### config.mk
export PLATFORM = sky130hd
export DESIGN_NAME = trig_capture_ctrl
export DESIGN_NICKNAME = d
export VERILOG_FILES = /design/src/rtl/trig_capture_ctrl.sv
export SDC_FILE = /design/constraint.sdc
export NUM_CORES = 1
export LEC_CHECK = 0
export CORE_MARGIN = 3
export CORE_UTILIZATION = 48
export CTS_CLUSTER_DIAMETER = 100
export CTS_CLUSTER_SIZE = 10
export DETAILED_ROUTE_END_ITERATION = 10
export PLACE_DENSITY = 0.72
export SETUP_SLACK_MARGIN = 0.5
export SKIP_CTS_REPAIR_TIMING = 1
export SLEW_MARGIN = 15
export SYNTH_ARGS = -nofsm -noshare
export SYNTH_HDL_FRONTEND = slang
export SYNTH_SLANG_ARGS = --single-unit
export TNS_END_PERCENT = 30
### constraint.sdc
create_clock -name CLOCK_50 -period 5.61 [get_ports CLOCK_50]
set_clock_uncertainty 0.1 [all_clocks]
set_input_delay 1.122 -clock CLOCK_50 [delete_from_list [all_inputs] [get_ports CLOCK_50]]
set_output_delay 1.122 -clock CLOCK_50 [all_outputs]
set_load 0.02 [all_outputs]
### src/rtl/trig_capture_ctrl.sv
// rtl/trig_capture_ctrl.sv - pre/post-trigger sample capture controller for a circular buffer
module trig_capture_ctrl #(
  parameter int DEPTH = 640,
  parameter int AW    = 10
) (
  input  logic          CLOCK_50,
  input  logic          reset_n,
  input  logic          sample_valid,
  input  logic [11:0]   sample,
  input  logic [11:0]   trig,
  input  logic          rising,
  input  logic [AW-1:0] post_count,
  input  logic          arm,
  input  logic          force_trig,
  input  logic          ack,
  output logic          wr_en,
  output logic [AW-1:0] wr_addr,
  output logic [11:0]   wr_data,
  output logic [AW-1:0] trig_addr,
  output logic [AW-1:0] start_addr,
  output logic          busy,
  output logic          done
);

  typedef enum logic [2:0] {
    S_IDLE, S_PREFILL, S_WAIT_TRIG, S_POST, S_DONE
  } state_t;

  localparam logic [AW-1:0] LAST = AW'(DEPTH - 1);

  state_t        state_q, state_d;
  logic [AW-1:0] ptr_q, ptr_d;
  logic [AW-1:0] cnt_q, cnt_d;
  logic [11:0]   lvl_q, lvl_d;
  logic          rising_q, rising_d;
  logic [AW-1:0] post_q, post_d;
  logic [11:0]   prev_q, prev_d;
  logic          prev_valid_q, prev_valid_d;
  logic          wr_en_q, wr_en_d;
  logic [AW-1:0] wr_addr_q, wr_addr_d;
  logic [11:0]   wr_data_q, wr_data_d;
  logic [AW-1:0] trig_addr_q, trig_addr_d;
  logic [AW-1:0] start_addr_q, start_addr_d;

  logic [AW-1:0] ptr_next;
  logic [AW-1:0] post_clamp;
  logic          hit_rise, hit_fall, hit, accept;

  assign ptr_next   = (ptr_q == LAST) ? '0 : ptr_q + 1'b1;
  assign post_clamp = (post_count == '0) ? AW'(1) :
                      (post_count > LAST) ? LAST : post_count;
  assign hit_rise   = prev_valid_q && (prev_q < lvl_q) && (sample >= lvl_q);
  assign hit_fall   = prev_valid_q && (prev_q > lvl_q) && (sample <= lvl_q);
  assign hit        = force_trig || (rising_q ? hit_rise : hit_fall);
  assign accept     = sample_valid &&
                      (state_q == S_PREFILL || state_q == S_WAIT_TRIG || state_q == S_POST);

  always_comb begin
    state_d      = state_q;
    ptr_d        = ptr_q;
    cnt_d        = cnt_q;
    lvl_d        = lvl_q;
    rising_d     = rising_q;
    post_d       = post_q;
    prev_d       = prev_q;
    prev_valid_d = prev_valid_q;
    wr_en_d      = 1'b0;
    wr_addr_d    = wr_addr_q;
    wr_data_d    = wr_data_q;
    trig_addr_d  = trig_addr_q;
    start_addr_d = start_addr_q;

    if (accept) begin
      wr_en_d      = 1'b1;
      wr_addr_d    = ptr_q;
      wr_data_d    = sample;
      ptr_d        = ptr_next;
      prev_d       = sample;
      prev_valid_d = 1'b1;
    end

    case (state_q)
      S_IDLE: begin
        if (arm) begin
          lvl_d        = trig;
          rising_d     = rising;
          post_d       = post_clamp;
          ptr_d        = '0;
          cnt_d        = '0;
          prev_d       = '0;
          prev_valid_d = 1'b0;
          state_d      = S_PREFILL;
        end
      end
      S_PREFILL: begin
        // cnt_q counts writes before this one; LAST - post_q = DEPTH - post - 1
        if (sample_valid) begin
          if (cnt_q == LAST - post_q) begin
            cnt_d   = '0;
            state_d = S_WAIT_TRIG;
          end else begin
            cnt_d = cnt_q + 1'b1;
          end
        end
      end
      S_WAIT_TRIG: begin
        if (sample_valid && hit) begin
          trig_addr_d = ptr_q;
          cnt_d       = AW'(1);
          if (post_q == AW'(1)) begin
            start_addr_d = ptr_next;
            state_d      = S_DONE;
          end else begin
            state_d = S_POST;
          end
        end
      end
      S_POST: begin
        if (sample_valid) begin
          cnt_d = cnt_q + 1'b1;
          if (cnt_q + 1'b1 == post_q) begin
            start_addr_d = ptr_next;
            state_d      = S_DONE;
          end
        end
      end
      S_DONE: begin
        if (ack) state_d = S_IDLE;
      end
      default: state_d = S_IDLE;
    endcase
  end

  always_ff @(posedge CLOCK_50 or negedge reset_n) begin
    if (!reset_n) begin
      state_q      <= S_IDLE;
      ptr_q        <= '0;
      cnt_q        <= '0;
      lvl_q        <= '0;
      rising_q     <= 1'b0;
      post_q       <= '0;
      prev_q       <= '0;
      prev_valid_q <= 1'b0;
      wr_en_q      <= 1'b0;
      wr_addr_q    <= '0;
      wr_data_q    <= '0;
      trig_addr_q  <= '0;
      start_addr_q <= '0;
    end else begin
      state_q      <= state_d;
      ptr_q        <= ptr_d;
      cnt_q        <= cnt_d;
      lvl_q        <= lvl_d;
      rising_q     <= rising_d;
      post_q       <= post_d;
      prev_q       <= prev_d;
      prev_valid_q <= prev_valid_d;
      wr_en_q      <= wr_en_d;
      wr_addr_q    <= wr_addr_d;
      wr_data_q    <= wr_data_d;
      trig_addr_q  <= trig_addr_d;
      start_addr_q <= start_addr_d;
    end
  end

  assign wr_en      = wr_en_q;
  assign wr_addr    = wr_addr_q;
  assign wr_data    = wr_data_q;
  assign trig_addr  = trig_addr_q;
  assign start_addr = start_addr_q;
  assign busy       = (state_q == S_PREFILL) || (state_q == S_WAIT_TRIG) || (state_q == S_POST);
  assign done       = (state_q == S_DONE);

endmodule

==> results of run 1 <==
==> cell usage in the layout, fill, tap and decap left out, types with 5 or more instances in the layout <==
cell type,synthesis,layout
xnor2_1,16,16
clkbuf_8,0,10
nand2_1,109,109
and3_1,6,6
nand3_1,9,9
mux2_2,15,15
nand3b_1,7,7
a31oi_1,5,5
nor2b_1,6,6
ha_1,27,27
nor3_1,6,6
o21a_1,5,5
xor2_1,12,12
nand4_1,9,9
dfrtp_1,102,102
o21ai_0,32,32
clkdlybuf4s50_1,0,84
mux2_4,9,9
o211ai_1,5,5
a21oi_1,45,45
inv_1,21,21
nor2_1,38,38
==> layer usage <==
metal | vias up | part of all wire | global-route usage
met1 | 2041 | 0.46 | 0.300
li1 | 2048 | - | -
met5 | - | 0 | 0
met3 | 10 | 0.065 | 0.0696
met2 | 113 | 0.47 | 0.322
met4 | 0 | 0.0089 | 0.0592
==> kinds of logic after synthesis <==
kind of cell    count (synthesis)  synth area share
compound gates                106             0.120
mux                            28            0.0643
fa+ha+maj                      27            0.0631
simple gates                  217             0.193
xor+xnor                       28            0.0458
flops                         102             0.477
buf+inv                        47            0.0372
==> layout make-up <==
cell class / instances / area share
sequential: 102 / 0.393
multi-input combinational: 406 / 0.401
inverter: 21 / 0.0121
tap: 136 / 0.0262
clock inverter: 4 / 0.00848
clock buffer: 11 / 0.0218
timing repair buffer: 89 / 0.137
==> registers in the layout (all words and copies together) (netlist names), 3 cells and up <==
| register | cells |
|---|---|
| wr_addr | 10 |
| post_q | 10 |
| ptr_q | 10 |
| wr_data | 12 |
| lvl_q | 12 |
| state_q | 3 |
| prev_q | 12 |
| trig_addr | 10 |
| cnt_q | 10 |
| start_addr | 10 |
==> worst max-delay path, stage by stage <==
cell and delay (ns):
clkdlybuf4s50_1 0.43, ha_1 0.34, a211oi_2 0.24, nor2_1 0.07
or3_1 0.37, o211ai_1 0.19, o21a_1 0.25, nor2_1 0.09
a211o_2 0.51, mux2_4 0.34
==> per-stage QoR <==
step / power [uW] / utilization / hold WS [ns] / instance area [um^2]
after floorplan: 2080 / - / 0.382 / 5350
after global placement: 2520 / 0.594 / 0.359 / 6300
after detailed placement: 2570 / 0.594 / 0.362 / 6300
after CTS: 3060 / 0.612 / 0.393 / 6490
after global routing: 3290 / 0.612 / 0.406 / 6490
final: 3040 / 0.612 / 0.390 / 6490
==> worst min path at each step <==
stage                      startpoint                     end  slack (ns)
2_1_floorplan  prev_valid_q$_DFF_PN0_  prev_valid_q$_DFF_PN0_        0.38
3_3_place_gp   wr_data[4]$_DFFE_PN0P_  wr_data[4]$_DFFE_PN0P_        0.36
3_5_place_dp   wr_addr[2]$_DFFE_PN0P_  wr_addr[2]$_DFFE_PN0P_        0.36
4_1_cts        wr_data[7]$_DFFE_PN0P_  wr_data[7]$_DFFE_PN0P_        0.39
5_1_grt        wr_data[7]$_DFFE_PN0P_  wr_data[7]$_DFFE_PN0P_        0.41
6_report       wr_addr[2]$_DFFE_PN0P_  wr_addr[2]$_DFFE_PN0P_        0.39
==> power by group <==
part	internal, uW	switching [uW]	leakage, uW
Combinational	606	814	0.00153
Clock	220	254	0.0000964
Sequential	959	186	0.00132
Total	1780	1250	0.00295
==> results_dict.tcl, run 1 <==
set metrics [dict create \
    status "finished clean" \
    pre_cts_slack_ns 1.44 \
    fin_tns_setup_ns 0 \
    reg2reg_depth 10 \
    min_period_over_period 0.675 \
    grt_max_degree 59 \
    final_max_slew_viol_count 0 \
    dp_hpwl_um 9320 \
    die_height_um 112 \
    rrSetupSlack_ns 2.49 \
    p_per_area_nw_per_um2 468 \
    cp.required_ns 5.77 \
    worstMarginPinSlew_ns 1.07 \
    drc 0 \
    hold_class "reg -> reg" \
    core_area_um2 10600 \
    die_x_um 112 \
    synthesis.nets 623 \
    max-vdd-ir-drop_mv 0.301 \
    grt_pass1_vias 4300 \
    cts_max_path_buffers 2 \
    cts_sinks 102 \
    cp-endpoint "start_addr[2]$_DFFE_PN0P_" \
    synthMostInstantiatedCell "nand2_1" \
    instances_no_fill 769 \
    first_pass_iters 4 \
    areaGrowthSynthToFinish_pct 21.4 \
    clkTransAtPathRegs_ns 0.10 \
    fillerInstances 911 \
    cts_tree "yes" \
    insertion_delay_ns 0.37 \
    crit_arrival_ns 3.95 \
    grt_pass1_wl_um 21700 \
    synth_top_area_share 0.477 \
    dp.cells 754 \
    slew_headroom 0.287 \
    drive_gt1_frac 0.0885 \
    initial_core_util 0.505 \
    ant_nets 0 \
    cp-end-kind "flip-flop" \
    synthCells 555 \
    setup_viol 0 \
    die-area_um2 12400 \
    crit_fanout 11 \
    power_leakage_uw 0.00295 \
    hold_viol_final 0 \
    crit_type "in -> reg" \
    synth-seq-cells 102 \
    synth_area_leaders "dfrtp_1 (48%), nand2_1 (7.6%), ha_1 (6.3%), a21oi_1 (4.2%), mux2_2 (3.2%)" \
    critPathLaunchType "input port" \
    setup.worst_path.start "sample[5]" \
    overflow 0 \
    vias 4212 \
    synth_area_um2 5350 \
    setup_ws_ns 1.82 \
    regArea_um2 2550 \
    wl_per_cell_um 16.7 \
    synth_cell_types 53 \
    yosys.area.top_type "dfrtp_1" \
    synth_commonest_cells "nand2_1 (109), dfrtp_1 (102), a21oi_1 (45)" \
    synth_edf_count 0 \
    root_buffer "clkbuf_8" \
    synth_ff_type "dfrtp_1" \
    viasPerCell 5.48 \
    gp_congestion 0.966 \
    io_pins 86 \
    finalCriticalPeriod_ns 3.79 \
    antenna_found_initial 0 \
    rr_startpoint "lvl_q[10]$_DFFE_PN0P_" \
    yosysSeqAreaShare 0.477 \
    grt_usage 0.214 \
    wirelength_um 12800 \
    cts_buffers 9 \
    io_buffers 85 \
    multi_input_area_um2 2600 \
    r2r_end "start_addr[2]$_DFFE_PN0P_" \
    rows 37 \
    ctsHtreeMaxLevel 3 \
    whs_path_depth 2 \
    synth_area_per_cell_um2 9.64 \
    diodes 0 \
    num-nets-final 697 \
    rsz0062_at_grt "no" \
    drtIter0Drc 190 \
    async_flop_share 1.00 \
    synth_warnings 0 \
    max_freq_mhz 264 \
    timing.max_cap.violations 0 \
]
Note: power is estimated with default switching activity, not from simulation.
==> inputs of run 2 (changes only) <==
- clock period: 5.61 -> 3.66 ns (I/O delays scaled with it)
==> run 2 against run 1 <==
Against the previous run:
- combinational power rose by 62%
- sequential share of layout area fell by 0.66 points
- total power rose by 56%
- flip-flop and latch count did not move
- clock-buffer cell count fell by 2
- sequential power rose by 54%
- routed wire length rose by 4.1%
- global-route usage rose by 0.67 points
- register-to-register slack got worse by 1.8 ns
- final area rose by 1.7%
==> results_dict.tcl, run 2 (same netlist as run 1, synthesis figures left out) <==
set metrics [dict create \
    max_freq_mhz 316 \
    antenna_found_initial 0 \
    areaGrowthSynthToFinish_pct 23.4 \
    final_util 0.623 \
    io_pins 86 \
    cp-endpoint "start_addr[6]$_DFFE_PN0P_" \
    ctsHtreeMaxLevel 3 \
    clock_power_share 0.147 \
    r2r_end "start_addr[8]$_DFFE_PN0P_" \
    die-area_um2 12400 \
    drive_gt1_frac 0.111 \
    path_depth 10 \
    place_area_um2 6330 \
    max-vdd-ir-drop_mv 0.399 \
    slew_headroom 0.470 \
    grt_max_degree 61 \
    min_period_over_period 0.865 \
    critPathLaunchType "input port" \
    io_buffers 85 \
    num-nets-final 704 \
    drc 0 \
    cp-end-kind "flip-flop" \
    initial_core_util 0.505 \
    cts_max_path_buffers 2 \
    root_buffer "clkbuf_8" \
    diodes 0 \
    drtIter0Drc 221 \
    swShare 0.426 \
    grt_pass1_vias 4524 \
    reg2reg_depth 9 \
    viasPerCell 5.59 \
    switching_power_uw 2030 \
    core_area_um2 10600 \
    gp_congestion 0.928 \
    setup_viol 0 \
    final_max_slew_viol_count 0 \
    design_area_um2 6600 \
    rsz0062_at_grt "no" \
    p_comb_frac 0.483 \
    worst_path_largest_cell_delay_ns 0.57 \
    holdWs_ns 0.270 \
    fin_tns_setup_ns 0 \
    timing.critical_path.cells "clkdlybuf4s50_1, ha_4, a21oi_2, o21ai_0, or3_1, o211ai_1, o21a_1, nor2_1, a211o_4, mux2_4" \
    setup.worst_path.start "sample[11]" \
    rr_startpoint "cnt_q[0]$_DFFE_PN0P_" \
    final_cell_mix "nand2_1 (109), dfrtp_1 (102), clkdlybuf4s50_1 (83), a21oi_1 (43), nor2_1 (38)" \
    status "finished clean" \
    cp.required_ns 3.83 \
    die_height_um 112 \
    clkTransAtPathRegs_ns 0.11 \
    ant_nets 0 \
    dp_hpwl_um 9520 \
    die_x_um 112 \
    hold_class "in -> async" \
    vias 4346 \
    hold_viol_final 0 \
    crit_family "compound AO/OA/AOI/OAI gates" \
    cts_buffers 9 \
    crit_arrival_ns 3.34 \
    p_total_uw 4750 \
    timing.max_cap.violations 0 \
    rrSetupSlack_ns 0.69 \
    crit_slowest_cell "clkdlybuf4s50_1" \
    insertion_delay_ns 0.37 \
    grt_pass1_wl_um 22600 \
    crit_type "in -> reg" \
    wirelength_um 13400 \
    wl_per_cell_um 17.2 \
    crit_fanout 6 \
    final_common_cell "nand2_1" \
    cp_num_buf_inv 1 \
    cts_sinks 102 \
    cts_tree "yes" \
    overflow 0 \
    worstMarginPinSlew_ns 0.794 \
    intPower_uw 2730 \
    first_pass_iters 5 \
    p_seq_frac 0.370 \
    grt_usage 0.221 \
    power_leakage_uw 0.00299 \
    finalCriticalPeriod_ns 3.16 \
    p_per_area_nw_per_um2 720 \
    rows 37 \
]
## run 2: cell type report
type / count / area, um^2
clock buffer: 9 / 124
clock inverter: 7 / 68.8
fill: 901 / 4000
inverter: 21 / 78.8
multi-input combinational: 407 / 2670
sequential: 102 / 2550
tap: 136 / 170
timing repair buffer: 95 / 938
## run 2: per-layer routing
metal,vias up,global-route usage,share of wire
li1,2072,-,-
met1,2120,0.308,0.46
met2,127,0.345,0.46
met3,27,0.0538,0.057
met4,0,0.0673,0.022
met5,-,0,0
## run 2: how the worst min path moves through the flow
stage / from / end / slack [ns] / cells past startpoint
5_1_grt: reset_n / lvl_q[5]$_DFFE_PN0P_ / 0.30 / 1
2_1_floorplan: reset_n / cnt_q[0]$_DFFE_PN0P_ / 0.34 / 0
4_1_cts: reset_n / lvl_q[4]$_DFFE_PN0P_ / 0.30 / 1
6_report: reset_n / lvl_q[5]$_DFFE_PN0P_ / 0.27 / 1
3_3_place_gp: wr_data[5]$_DFFE_PN0P_ / wr_data[5]$_DFFE_PN0P_ / 0.36 / 2
3_5_place_dp: wr_addr[3]$_DFFE_PN0P_ / wr_addr[3]$_DFFE_PN0P_ / 0.36 / 2
## run 2: power groups by stage
stage | sequential (uW) | combinational, uW | clock (uW)
finish | 1760 | 2300 | 698
global route | 1810 | 2550 | 767
CTS | 1760 | 2210 | 722
detailed placement | 1770 | 2200 | 0
global placement | 1770 | 2130 | 0
floorplan | 1820 | 1370 | 0
## run 2: metrics by stage
stage | worst slack, ns | instances
2_1_floorplan | 0.545 | 555
3_3_place_gp | 0.0298 | 758
3_5_place_dp | -0.0566 | 758
4_1_cts | 0.355 | 774
5_1_grt | 0.445 | 777
6_report | 0.495 | 777
